$ cat src/rtl/clock_period_meter_pkg.sv
// Shared types and defaults for the clock period meter.
// Optional duty measurement is enabled by defining DUTY_MEASURE_EN.
package clock_meter_pkg;

    localparam int CNT_W_DEF   = 32;
    localparam int TIMEOUT_DEF = 1 << 20;

    typedef enum logic [1:0] {
        S_ARM,
        S_COUNT,
        S_STALL
    } state_t;

endpackage

$ cat src/rtl/sync_edge_detect.sv
// Two-flop synchroniser for an asynchronous input plus a delay
// register, producing the synchronised level and a one-cycle rise strobe.
module sync_edge_detect (
    input  logic clk,
    input  logic rst_n,
    input  logic i_sig,
    output logic o_sync,
    output logic o_rise
);

    logic r_meta;
    logic r_sync;
    logic r_sync_d;

    always_ff @(posedge clk or negedge rst_n) begin
        if (!rst_n) begin
            r_meta   <= 1'b0;
            r_sync   <= 1'b0;
            r_sync_d <= 1'b0;
        end else begin
            r_meta   <= i_sig;
            r_sync   <= r_meta;
            r_sync_d <= r_sync;
        end
    end

    assign o_sync = r_sync;
    assign o_rise = r_sync & ~r_sync_d;

endmodule

$ cat src/rtl/clock_period_meter.sv
// Measures rise-to-rise period (and high time with DUTY_MEASURE_EN)
// of a periodic input in clk cycles; flags a stall after TIMEOUT cycles.
module clock_period_meter
    import clock_meter_pkg::*;
#(
    parameter int CNT_W   = CNT_W_DEF,
    parameter int TIMEOUT = TIMEOUT_DEF
) (
    input  logic             clk,
    input  logic             rst_n,
    input  logic             sig_in,
    output logic [CNT_W-1:0] period,
    output logic [CNT_W-1:0] high_time,
    output logic             valid,
    output logic             stalled
);

    localparam logic [CNT_W-1:0] C_TIMEOUT = CNT_W'(TIMEOUT);
    localparam logic [CNT_W-1:0] C_ONE     = CNT_W'(1);

    logic w_sync;
    logic w_rise;

    sync_edge_detect u_sync (
        .clk    (clk),
        .rst_n  (rst_n),
        .i_sig  (sig_in),
        .o_sync (w_sync),
        .o_rise (w_rise)
    );

    state_t           r_state;
    state_t           w_state_nxt;
    logic [CNT_W-1:0] r_cnt;
    logic [CNT_W-1:0] r_period;
    logic             r_valid;
    logic             r_stalled;
    logic             w_reload;
    logic             w_inc;
    logic             w_report;
    logic             w_stall_set;
    logic             w_stall_clr;

    // Every rise reloads the counters; only a rise in S_COUNT reports.
    always_comb begin
        w_state_nxt = r_state;
        w_reload    = 1'b0;
        w_inc       = 1'b0;
        w_report    = 1'b0;
        w_stall_set = 1'b0;
        w_stall_clr = 1'b0;
        unique case (r_state)
            S_ARM: begin
                if (w_rise) begin
                    w_reload    = 1'b1;
                    w_state_nxt = S_COUNT;
                end
            end
            S_COUNT: begin
                if (w_rise) begin
                    w_reload = 1'b1;
                    w_report = 1'b1;
                end else if (r_cnt == C_TIMEOUT) begin
                    w_stall_set = 1'b1;
                    w_state_nxt = S_STALL;
                end else begin
                    w_inc = 1'b1;
                end
            end
            S_STALL: begin
                if (w_rise) begin
                    w_reload    = 1'b1;
                    w_stall_clr = 1'b1;
                    w_state_nxt = S_COUNT;
                end
            end
            default: w_state_nxt = S_ARM;
        endcase
    end

    always_ff @(posedge clk or negedge rst_n) begin
        if (!rst_n) begin
            r_state <= S_ARM;
        end else begin
            r_state <= w_state_nxt;
        end
    end

    always_ff @(posedge clk or negedge rst_n) begin
        if (!rst_n) begin
            r_cnt     <= '0;
            r_period  <= '0;
            r_valid   <= 1'b0;
            r_stalled <= 1'b0;
        end else begin
            r_valid <= w_report;
            if (w_report) begin
                r_period <= r_cnt;
            end
            if (w_reload) begin
                r_cnt <= C_ONE;
            end else if (w_inc) begin
                r_cnt <= r_cnt + C_ONE;
            end
            if (w_stall_set) begin
                r_stalled <= 1'b1;
            end else if (w_stall_clr) begin
                r_stalled <= 1'b0;
            end
        end
    end

`ifdef DUTY_MEASURE_EN
    logic [CNT_W-1:0] r_hcnt;
    logic [CNT_W-1:0] r_high_time;

    always_ff @(posedge clk or negedge rst_n) begin
        if (!rst_n) begin
            r_hcnt      <= '0;
            r_high_time <= '0;
        end else begin
            if (w_report) begin
                r_high_time <= r_hcnt;
            end
            if (w_reload) begin
                r_hcnt <= C_ONE;
            end else if (w_inc) begin
                r_hcnt <= r_hcnt + CNT_W'(w_sync);
            end
        end
    end

    assign high_time = r_high_time;
`else
    logic w_unused_sync;
    assign w_unused_sync = w_sync;
    assign high_time     = '0;
`endif

    assign period  = r_period;
    assign valid   = r_valid;
    assign stalled = r_stalled;

endmodule
$ cat config.mk
export PLATFORM = sky130hd
export DESIGN_NAME = clock_period_meter
export DESIGN_NICKNAME = d
export VERILOG_FILES = /design/src/rtl/clock_period_meter_pkg.sv /design/src/rtl/sync_edge_detect.sv /design/src/rtl/clock_period_meter.sv
export SDC_FILE = /design/constraint.sdc
export NUM_CORES = 1
export LEC_CHECK = 0
export BUFFER_PORTS_ARGS = -buffer_cell sky130_fd_sc_hd__buf_2
export CAP_MARGIN = 20
export CORE_ASPECT_RATIO = 1.2
export CORE_MARGIN = 2
export CORE_UTILIZATION = 60
export DETAILED_ROUTE_END_ITERATION = 7
export HOLD_SLACK_MARGIN = 0.15
export PLACE_DENSITY_LB_ADDON = 0.3
export SYNTH_ARGS = -nofsm -noshare
export SYNTH_HDL_FRONTEND = slang
export SYNTH_SLANG_ARGS = --single-unit
$ cat constraint.sdc
create_clock -name clk -period 3.1 [get_ports clk]
set_input_delay 0.31 -clock clk [delete_from_list [all_inputs] [get_ports clk]]
set_output_delay 0.31 -clock clk [all_outputs]
set_load 0.02 [all_outputs]
* Word-level counts from Yosys, hierarchy flattened
Cells that the tools add are included.
** Storage, ports and cells
- Register bits :: 71
- Latch bits :: 0
- Memory bits (writable) :: 0
- Bits in read-only memories :: 0
- Input port bits :: 3
- Word-level logic and storage cells :: 41
- Memories kept :: 0
** Cells by class
- Add/subtract/negate cells :: 1
- $mul :: 0
- Divide/modulo/power cells :: 0
- Order comparisons :: 0
- Equal/unequal tests :: 6
- Shifts and indexed selects :: 0
- Multiplexer cells :: 18
- Bitwise operators :: 2
- Reductions and logical operators :: 6
** Operator list (number)
- 32-bit 2-to-1 mux :: 2
- 32-bit by 1-bit adder with 32-bit output, second input constant :: 1
- 32-bit by 21-bit equality test with 1-bit output, second input constant :: 1
- 1-bit 2-to-1 mux :: 12
- 2-bit 2-to-1 mux :: 3
- 2-bit != test, second input constant :: 2
- 2-bit case mux with 2 select lines :: 1
- 2-bit nonzero test :: 2
- 3-bit AND reduction :: 1
- 3-bit OR reduction :: 1
- 2-bit by 1-bit equality test with 1-bit output, second input constant :: 1
- 2-bit equality test, second input constant :: 1
- 2-bit zero test :: 1
- 2-bit by 1-bit != test with 1-bit output, second input constant :: 1
- 2-bit OR reduction :: 1
- 1-bit bitwise AND :: 1
- 1-bit inverter :: 1

* Longest topological paths before layout
Gate-level depths: netlist of run 1.
- Word-level depth :: 6
- Gate-level depth with buffers :: 9
- Depth with buffers taken out :: 8

* By module
A second synthesis of run 1 with hierarchy kept.
** Unflattened totals
- Cells, all modules :: 323
- Area, all modules :: 3540.9 um2
** Modules (own cells, without submodules)
- clock_period_meter :: times used 1, cells each 319, area an instance 3452.1 um2
- sync_edge_detect :: times used 1, cells each 4, area an instance 88.8 um2

* Least setup slack after synthesis of run 1
OpenSTA, ideal clock, no wires.
- Kind :: register to register
- From :: register r_cnt[0]
- To :: register r_cnt[31]
- Data arrival time :: 1.750 ns
- Required time :: 2.982 ns
- Path slack :: 1.232 ns
- Stages on the path, launching flop included :: 9
- Clock period less this slack :: 1.868 ns
- Cells stage by stage :: dfrtp_1 inv_1 ha_1 nor4b_2 nand4_1 o21a_1 buf_6 mux2_4 a21o_1
** Between the ends
- Longest elaborated chain between the ends :: 5
- Elaborated cells on any way between the ends :: 8
** Ends and longest elaborated chain
- start: declaration :: RTL line clock_period_meter.sv:34 : logic [CNT_W-1:0] r_cnt;
- start signal: assignment :: RTL line clock_period_meter.sv:103 : r_cnt <= r_cnt + C_ONE;
- parallel branches: the longest is 5 deep, another holds 32-bit by 1-bit adder with 32-bit output
Parallel ways; which one is timed is not known. The select of a mux whose other input is x is not followed.
A chain may end at the register's enable or synchronous reset.

* Final worst setup path of run 1
- From :: register r_cnt[27]
- To :: register r_cnt[31]
Same word-level chain as after synthesis.

==> flow_results.xml, run 1 <==
<?xml version="1.0" encoding="UTF-8"?>
<metrics>
  <group name="setup_path">
    <metric name="critPathArrivalTime" unit="ns">2.55</metric>
    <metric name="cp-end-kind" unit="">flip-flop</metric>
    <metric name="worstPathMaxFanout" unit="">18</metric>
    <metric name="worst_ep_required_time" unit="ns">3.35</metric>
    <metric name="setup.worst_path.start_class" unit="">flip-flop</metric>
    <metric name="timing.setup.critical_path_class" unit="">reg -&gt; reg</metric>
  </group>
  <group name="die">
    <metric name="core_area" unit="um^2">5930</metric>
    <metric name="pin_count" unit="">69</metric>
    <metric name="placement_rows" unit="">31</metric>
    <metric name="floorplan.die.width" unit="um">74.9</metric>
    <metric name="fp.dieH" unit="um">89.1</metric>
    <metric name="floorplan.initialDensity" unit="">0.610</metric>
    <metric name="fp.dieArea" unit="um^2">6670</metric>
  </group>
  <group name="clock_tree">
    <metric name="tritoncts_clock_tree" unit="">yes</metric>
    <metric name="clk_latency" unit="ns">0.35</metric>
    <metric name="htreeDepth" unit="">3</metric>
    <metric name="cts_setup_buffers" unit="">0</metric>
    <metric name="maximum_root_to_sink_buffer_count" unit="">2</metric>
    <metric name="clock_sink_count" unit="">71</metric>
    <metric name="clock_tree.root_cell" unit="">sky130_fd_sc_hd__clkbuf_8</metric>
    <metric name="path_clk_slew" unit="ns">0.07</metric>
    <metric name="post_cts.resized_instances" unit="">0</metric>
    <metric name="cts_inserted_buffers" unit="">9</metric>
  </group>
  <group name="finish">
    <metric name="fin_nets" unit="">377</metric>
    <metric name="drive_gt1_frac" unit="">0.279</metric>
    <metric name="n_antenna_cell" unit="">0</metric>
    <metric name="syn2layout_area_growth" unit="%">9.23</metric>
  </group>
  <group name="synthesis">
    <metric name="yosys_register_bits" unit="">71</metric>
    <metric name="synth_edf_count" unit="">0</metric>
    <metric name="post-synth-top-count-cell" unit="">sky130_fd_sc_hd__dfrtp_1</metric>
    <metric name="asyncSetResetFlopFracSynth" unit="">1.00</metric>
    <metric name="yosys-top-cells-area" unit="">sky130_fd_sc_hd__dfrtp_1, sky130_fd_sc_hd__mux2_2, sky130_fd_sc_hd__buf_4, sky130_fd_sc_hd__a21oi_1, sky130_fd_sc_hd__nand2_1</metric>
    <metric name="netlist_instances" unit="">330</metric>
    <metric name="syn-cell-area" unit="um^2">3620</metric>
    <metric name="syn_avg_cell_area" unit="um^2">11.0</metric>
    <metric name="yosysWarningCount" unit="">0</metric>
    <metric name="yosys_most_used_dff" unit="">sky130_fd_sc_hd__dfrtp_1</metric>
    <metric name="yosysUniqueCellTypes" unit="">53</metric>
    <metric name="yosysTopAreaCell" unit="">sky130_fd_sc_hd__dfrtp_1</metric>
    <metric name="synth.cells.most_frequent" unit="">sky130_fd_sc_hd__dfrtp_1, sky130_fd_sc_hd__buf_4, sky130_fd_sc_hd__mux2_2, sky130_fd_sc_hd__nand2_1, sky130_fd_sc_hd__a21oi_1</metric>
    <metric name="synth_top_area_share" unit="">0.491</metric>
    <metric name="yosysSeqAreaShare" unit="">0.491</metric>
  </group>
  <group name="timing">
    <metric name="hold_viol_final" unit="">0</metric>
    <metric name="minimum_period_implied_by_the_final_worst_setup_slack" unit="ns">2.30</metric>
    <metric name="finalClockSkew" unit="ns">0.00504</metric>
    <metric name="grt_setup_unrepaired" unit="">no</metric>
    <metric name="drv_slew" unit="">0</metric>
    <metric name="max_freq" unit="MHz">435</metric>
    <metric name="timing.slew.headroom" unit="">0.432</metric>
    <metric name="timing.final.setup_violations" unit="">0</metric>
    <metric name="min_period_over_period" unit="">0.742</metric>
    <metric name="totalNegativeSetupSlack" unit="ns">0</metric>
    <metric name="tightest_slew" unit="ns">0.852</metric>
  </group>
  <group name="power_and_ir_drop">
    <metric name="power.share.combinational" unit="">0.130</metric>
    <metric name="clockPowerShare" unit="">0.346</metric>
    <metric name="power.net_switching" unit="mW">0.557</metric>
    <metric name="power_density" unit="nW/um^2">489</metric>
    <metric name="p_leak" unit="nW">1.97</metric>
    <metric name="internal_power" unit="mW">1.38</metric>
    <metric name="peakVddDrop" unit="V">0.000369</metric>
    <metric name="power_frac_seq" unit="">0.524</metric>
    <metric name="p_total" unit="mW">1.93</metric>
    <metric name="power.share.switching" unit="">0.288</metric>
  </group>
  <group name="global_routing">
    <metric name="grtUsageTotal" unit="">0.234</metric>
    <metric name="total_gr_overflow" unit="">0</metric>
    <metric name="antenna_found_initial" unit="">0</metric>
    <metric name="grt_start_max_net_pins" unit="">38</metric>
    <metric name="grt_pass1_wl" unit="um">11600</metric>
    <metric name="grt_pass1_vias" unit="">2572</metric>
  </group>
  <group name="outcome">
    <metric name="status" unit="">finished, final reports clean</metric>
  </group>
  <group name="detailed_routing">
    <metric name="drt_first_pass_iters" unit="">4</metric>
    <metric name="viasPerCell" unit="">5.78</metric>
    <metric name="detailed_route_iter0_violations" unit="">232</metric>
    <metric name="routed_wirelength_normalized_by_instance_count" unit="um">15.3</metric>
    <metric name="route.final.wire_length" unit="um">7000</metric>
    <metric name="antenna_left" unit="">0</metric>
    <metric name="num_vias" unit="">2654</metric>
    <metric name="route.detailed.drc" unit="">0</metric>
  </group>
  <group name="placed_design">
    <metric name="port_buffers" unit="">36</metric>
    <metric name="final_replace_weighted_congestion" unit="">0.879</metric>
    <metric name="dp_hpwl" unit="um">4880</metric>
  </group>
  <group name="hold_path">
    <metric name="type_of_the_tightest_min_delay_check" unit="">reg -&gt; reg</metric>
  </group>
  <group name="flow_run">
    <metric name="timing.max_cap.violations" unit="">0</metric>
  </group>
</metrics>
[layout by cell type, fill, tap and decap left out, types with 5 or more instances in the layout]
cell / synthesis / routed
sky130_fd_sc_hd__clkbuf_8: 0 / 11
sky130_fd_sc_hd__mux2i_1: 5 / 5
sky130_fd_sc_hd__nand4_1: 8 / 8
sky130_fd_sc_hd__nand2_1: 20 / 20
sky130_fd_sc_hd__buf_2: 5 / 36
sky130_fd_sc_hd__a21oi_1: 19 / 19
sky130_fd_sc_hd__mux2_2: 32 / 32
sky130_fd_sc_hd__nor4_1: 6 / 6
sky130_fd_sc_hd__dfrtp_1: 71 / 71
sky130_fd_sc_hd__o31ai_1: 8 / 8
sky130_fd_sc_hd__nor3_1: 8 / 8
sky130_fd_sc_hd__or3_1: 9 / 9
sky130_fd_sc_hd__or4_1: 6 / 6
sky130_fd_sc_hd__and3_1: 7 / 7
sky130_fd_sc_hd__conb_1: 1 / 32
sky130_fd_sc_hd__inv_1: 10 / 10
sky130_fd_sc_hd__o21ai_0: 9 / 9
sky130_fd_sc_hd__buf_4: 33 / 7
sky130_fd_sc_hd__nand3_1: 14 / 14
[routing by layer]
layer  share of wire  GRT usage  vias to the layer above
li1                -          -                     1237
met1            0.44      0.285                     1328
met2            0.50      0.377                       73
met3           0.039     0.0665                       16
met4           0.026      0.123                        0
met5               0          0                        -
[final cells by class]
type	instances	area [um^2]
flip-flops and latches	71	1780
clock buffers	12	155
repair buffers	45	253
multi-input cells	235	1610
fillers	481	1980
inverters	10	37.5
clock inverters	4	20.0
well taps	82	103
[power by group through the flow]
stage                     clock (mW)  sequential [mW]  combinational, mW
final                          0.668             1.01              0.252
after floorplan                    0             1.05              0.189
after CTS                      0.682             1.01              0.253
after global routing           0.719             1.02              0.277
after detailed placement           0             1.03              0.250
after global placement             0             1.03              0.245
[critical path: stages, from the launching register on]
cell and delay [ns]:
sky130_fd_sc_hd__dfrtp_1 0.45, sky130_fd_sc_hd__nor4_1 0.38, sky130_fd_sc_hd__nand4_1 0.28, sky130_fd_sc_hd__o21a_1 0.52
sky130_fd_sc_hd__mux2_4 0.40, sky130_fd_sc_hd__a21o_1 0.17
[cells by family after synthesis]
family | Yosys count | synth area share
AND/OR/NAND/NOR | 109 | 0.189
buffers and inverters | 55 | 0.0974
adder cells (fa/ha/maj) | 2 | 0.00691
flip-flops | 71 | 0.491
XOR/XNOR | 1 | 0.00242
other | 1 | 0.00104
multiplexers | 38 | 0.117
AO/OA/AOI/OAI | 53 | 0.0947
[path summary, 6_finish.rpt]
path / slack [ns] / startpoint / cells after the start / to
max: 0.80 / r_cnt[27] / 5 / r_cnt[31]
min: 0.36 / u_sync.r_meta / 0 / u_sync.o_sync
max reg2reg: 0.80 / r_cnt[27] / 5 / r_cnt[31]
min reg2reg: 0.36 / u_sync.r_meta / 0 / u_sync.o_sync
max in group asynchronous: 1.76 / rst_n / 3 / period[13]
min in group asynchronous: 0.58 / rst_n / 2 / valid
[repair_timing]
action | 4_1_cts | 5_1_grt
setup endpoints to repair | 0 | 0
endpoints found under the hold margin | 36 | 0
hold buffers | 2 | 0
[sequential cells by signal (all words and copies together), names as in the netlist]
signal	count
valid	1
r_cnt	32
r_state	2
stalled	1
u_sync.o_sync	1
u_sync.r_sync_d	1
period	32
u_sync.r_meta	1
[through the flow]
step | worst slack [ns] | cell area (um^2) | cells | hold WS (ns) | util
after floorplan | 1.23 | 3740 | 361 | 0.0144 | -
after global placement | 0.915 | 3760 | 441 | 0.332 | 0.634
after detailed placement | 0.849 | 3760 | 441 | 0.343 | 0.634
after CTS | 0.847 | 3960 | 459 | 0.359 | 0.666
after global routing | 0.606 | 3960 | 459 | 0.373 | 0.666
final | 0.800 | 3960 | 459 | 0.357 | 0.666
Note: power is estimated with default switching activity, not from simulation.
==> inputs of run 2 (changes only) <==
--- a/config.mk
+++ b/config.mk
@@ -9,7 +9,7 @@
 export CAP_MARGIN = 20
 export CORE_ASPECT_RATIO = 1.2
 export CORE_MARGIN = 2
-export CORE_UTILIZATION = 60
+export CORE_UTILIZATION = 55
 export DETAILED_ROUTE_END_ITERATION = 7
 export HOLD_SLACK_MARGIN = 0.15
 export PLACE_DENSITY_LB_ADDON = 0.3
==> constraint.sdc (replaced) <==
create_clock -name clk -period 2.19 [get_ports clk]
set_input_delay 0.219 -clock clk [delete_from_list [all_inputs] [get_ports clk]]
set_output_delay 0.219 -clock clk [all_outputs]
set_load 0.02 [all_outputs]
==> run 2 against run 1 <==
  * Wire length about the same
  * Fmax grew 10%
  * Utilization decreased by 2.1 points
  * Combinational power up 56%
  * Global-route usage decreased by 2.4 points
  * Highest routed layer unchanged
  * Critical endpoint is now r_cnt[13]
  * Critical path type unchanged
  * Sequential power is 42% higher
  * Clock power rose by 35%
  * Clock-buffer cell count up 1
  * Largest cell class unchanged
  * Cell count rose by 4.8%
  * Die area rose by 8.6%
==> flow_results.xml, run 2 (synthesis gave the netlist of run 1 again) <==
<?xml version="1.0" encoding="UTF-8"?>
<metrics>
  <group name="outcome">
    <metric name="status" unit="">finished, final reports clean</metric>
  </group>
  <group name="setup_path">
    <metric name="timing.setup.critical_path_class" unit="">reg -&gt; reg</metric>
    <metric name="worst_ep_required_time" unit="ns">2.42</metric>
    <metric name="worstPathMaxFanout" unit="">20</metric>
    <metric name="timing.critical_path.cells" unit="">nor4b_2, nand4_1, buf_4, o21ai_1, buf_6, nor4_1, a211o_1</metric>
    <metric name="register_to_register_path_setup_slack" unit="ns">0.10</metric>
    <metric name="setup.worst_path.start_class" unit="">flip-flop</metric>
    <metric name="cp-end-kind" unit="">flip-flop</metric>
    <metric name="crit_path_max_incr_delay" unit="ns">0.47</metric>
    <metric name="critPathArrivalTime" unit="ns">2.32</metric>
    <metric name="cpMaxStageDelayCell" unit="">sky130_fd_sc_hd__dfrtp_1</metric>
  </group>
  <group name="finish">
    <metric name="syn2layout_area_growth" unit="%">14.2</metric>
    <metric name="n_antenna_cell" unit="">0</metric>
    <metric name="drive_gt1_frac" unit="">0.321</metric>
    <metric name="fillcell_total" unit="">545</metric>
    <metric name="layout_commonest_cell" unit="">sky130_fd_sc_hd__dfrtp_1</metric>
    <metric name="design_area" unit="um^2">4130</metric>
    <metric name="commonest_cells_after_routing_fill_and_taps_aside" unit="">sky130_fd_sc_hd__dfrtp_1, sky130_fd_sc_hd__buf_2, sky130_fd_sc_hd__mux2_2, sky130_fd_sc_hd__conb_1, sky130_fd_sc_hd__buf_4</metric>
    <metric name="fin_nets" unit="">398</metric>
    <metric name="fin_util" unit="">0.645</metric>
  </group>
  <group name="power_and_ir_drop">
    <metric name="peakVddDrop" unit="V">0.000475</metric>
    <metric name="p_leak" unit="nW">2.09</metric>
    <metric name="power_density" unit="nW/um^2">660</metric>
  </group>
  <group name="clock_tree">
    <metric name="clock_tree.root_cell" unit="">sky130_fd_sc_hd__clkbuf_8</metric>
    <metric name="maximum_root_to_sink_buffer_count" unit="">2</metric>
    <metric name="clock_sink_count" unit="">71</metric>
    <metric name="cts_inserted_buffers" unit="">9</metric>
    <metric name="htreeDepth" unit="">3</metric>
    <metric name="clk_latency" unit="ns">0.34</metric>
    <metric name="tritoncts_clock_tree" unit="">yes</metric>
    <metric name="path_clk_slew" unit="ns">0.07</metric>
  </group>
  <group name="die">
    <metric name="fp.dieArea" unit="um^2">7250</metric>
    <metric name="pin_count" unit="">69</metric>
    <metric name="fp.dieH" unit="um">92.9</metric>
    <metric name="floorplan.die.width" unit="um">78.1</metric>
    <metric name="floorplan.initialDensity" unit="">0.565</metric>
    <metric name="placement_rows" unit="">32</metric>
    <metric name="core_area" unit="um^2">6410</metric>
  </group>
  <group name="detailed_routing">
    <metric name="viasPerCell" unit="">5.55</metric>
    <metric name="route.final.wire_length" unit="um">7010</metric>
    <metric name="num_vias" unit="">2669</metric>
    <metric name="route.detailed.drc" unit="">0</metric>
    <metric name="detailed_route_iter0_violations" unit="">154</metric>
    <metric name="antenna_left" unit="">0</metric>
    <metric name="routed_wirelength_normalized_by_instance_count" unit="um">14.6</metric>
    <metric name="drt_first_pass_iters" unit="">4</metric>
  </group>
  <group name="timing">
    <metric name="max_freq" unit="MHz">479</metric>
    <metric name="tightest_slew" unit="ns">0.529</metric>
    <metric name="finalClockSkew" unit="ns">0.00460</metric>
    <metric name="grt_setup_unrepaired" unit="">yes</metric>
    <metric name="hold_viol_final" unit="">0</metric>
    <metric name="drv_slew" unit="">0</metric>
    <metric name="min_period_over_period" unit="">0.954</metric>
    <metric name="minimum_period_implied_by_the_final_worst_setup_slack" unit="ns">2.09</metric>
    <metric name="timing.slew.headroom" unit="">0.647</metric>
    <metric name="whs" unit="ns">0.351</metric>
    <metric name="timing.final.setup_violations" unit="">0</metric>
  </group>
  <group name="global_routing">
    <metric name="grt_pass1_vias" unit="">2617</metric>
    <metric name="grt_pass1_wl" unit="um">12000</metric>
    <metric name="total_gr_overflow" unit="">0</metric>
    <metric name="grt_start_max_net_pins" unit="">26</metric>
    <metric name="grtUsageTotal" unit="">0.210</metric>
    <metric name="antenna_found_initial" unit="">0</metric>
  </group>
  <group name="placed_design">
    <metric name="placed_cell_area" unit="um^2">3890</metric>
    <metric name="dp_hpwl" unit="um">5020</metric>
    <metric name="final_replace_weighted_congestion" unit="">0.859</metric>
    <metric name="port_buffers" unit="">36</metric>
  </group>
  <group name="flow_run">
    <metric name="timing.max_cap.violations" unit="">0</metric>
  </group>
  <group name="hold_path">
    <metric name="type_of_the_tightest_min_delay_check" unit="">reg -&gt; reg</metric>
  </group>
</metrics>
run 2: changes by cell type in the layout (fill, tap and decap cells not counted), sizes merged:
| cell | before | now |
|---|---|---|
| buf | 43 | 64 |
| clkbuf | 12 | 13 |
| clkinv | 4 | 1 |
run 2: what timing repair did:
item,4_1_cts,5_1_grt
endpoints found under the hold margin,23,0
resized for setup,0,7
hold buffers,2,0
buffers inserted,0,4
setup endpoints to repair,0,16
run 2: worst max-delay path: cells and delay by family (launching register included):
kind / cells / cell delay (ns)
AND/OR/NAND/NOR: 3 / 0.62
AO/OA/AOI/OAI: 2 / 0.48
buffers and inverters: 2 / 0.41
flip-flops: 1 / 0.47
run 2: layout make-up:
cell class	instances	area, um^2	area share
clock buffer	13	159	0.0384
sequential	71	1780	0.430
inverter	10	37.5	0.00908
clock inverter	1	5.00	0.00121
multi-input combinational	235	1630	0.395
timing repair buffer	66	414	0.100
tap	85	106	0.0257
run 2: report_power, final:
group / leakage, nW / internal (mW) / switching, mW
registers: 0.970 / 1.37 / 0.0617
logic: 1.03 / 0.141 / 0.253
clock network: 0.0854 / 0.460 / 0.444
run 2: worst paths after layout:
check / from / end / depth (start not counted)
max: r_cnt[21] / r_cnt[13] / 7
min: u_sync.r_meta / u_sync.o_sync / 0
max reg2reg: r_cnt[21] / r_cnt[13] / 7
min reg2reg: u_sync.r_meta / u_sync.o_sync / 0
max in group asynchronous: rst_n / r_cnt[5] / 3
min in group asynchronous: rst_n / period[27] / 2
run 2: metrics by stage:
stage               setup WS [ns]  std cells  total power [mW]  setup TNS [ns]
CTS                        0.0341        477              2.73               0
floorplan                   0.322        361              1.75               0
global route              -0.0159        481              2.85         -0.0239
global placement            0.126        461              1.81               0
detailed placement         0.0621        461              1.82               0
finish                      0.101        481              2.73               0
run 2: routing by layer:
| layer | up-vias | GRT usage | share of wire |
|---|---|---|---|
| li1 | 1269 | - | - |
| met1 | 1313 | 0.264 | 0.43 |
| met2 | 70 | 0.346 | 0.50 |
| met3 | 17 | 0.0448 | 0.039 |
| met4 | 0 | 0.0994 | 0.023 |
| met5 | - | 0 | 0 |
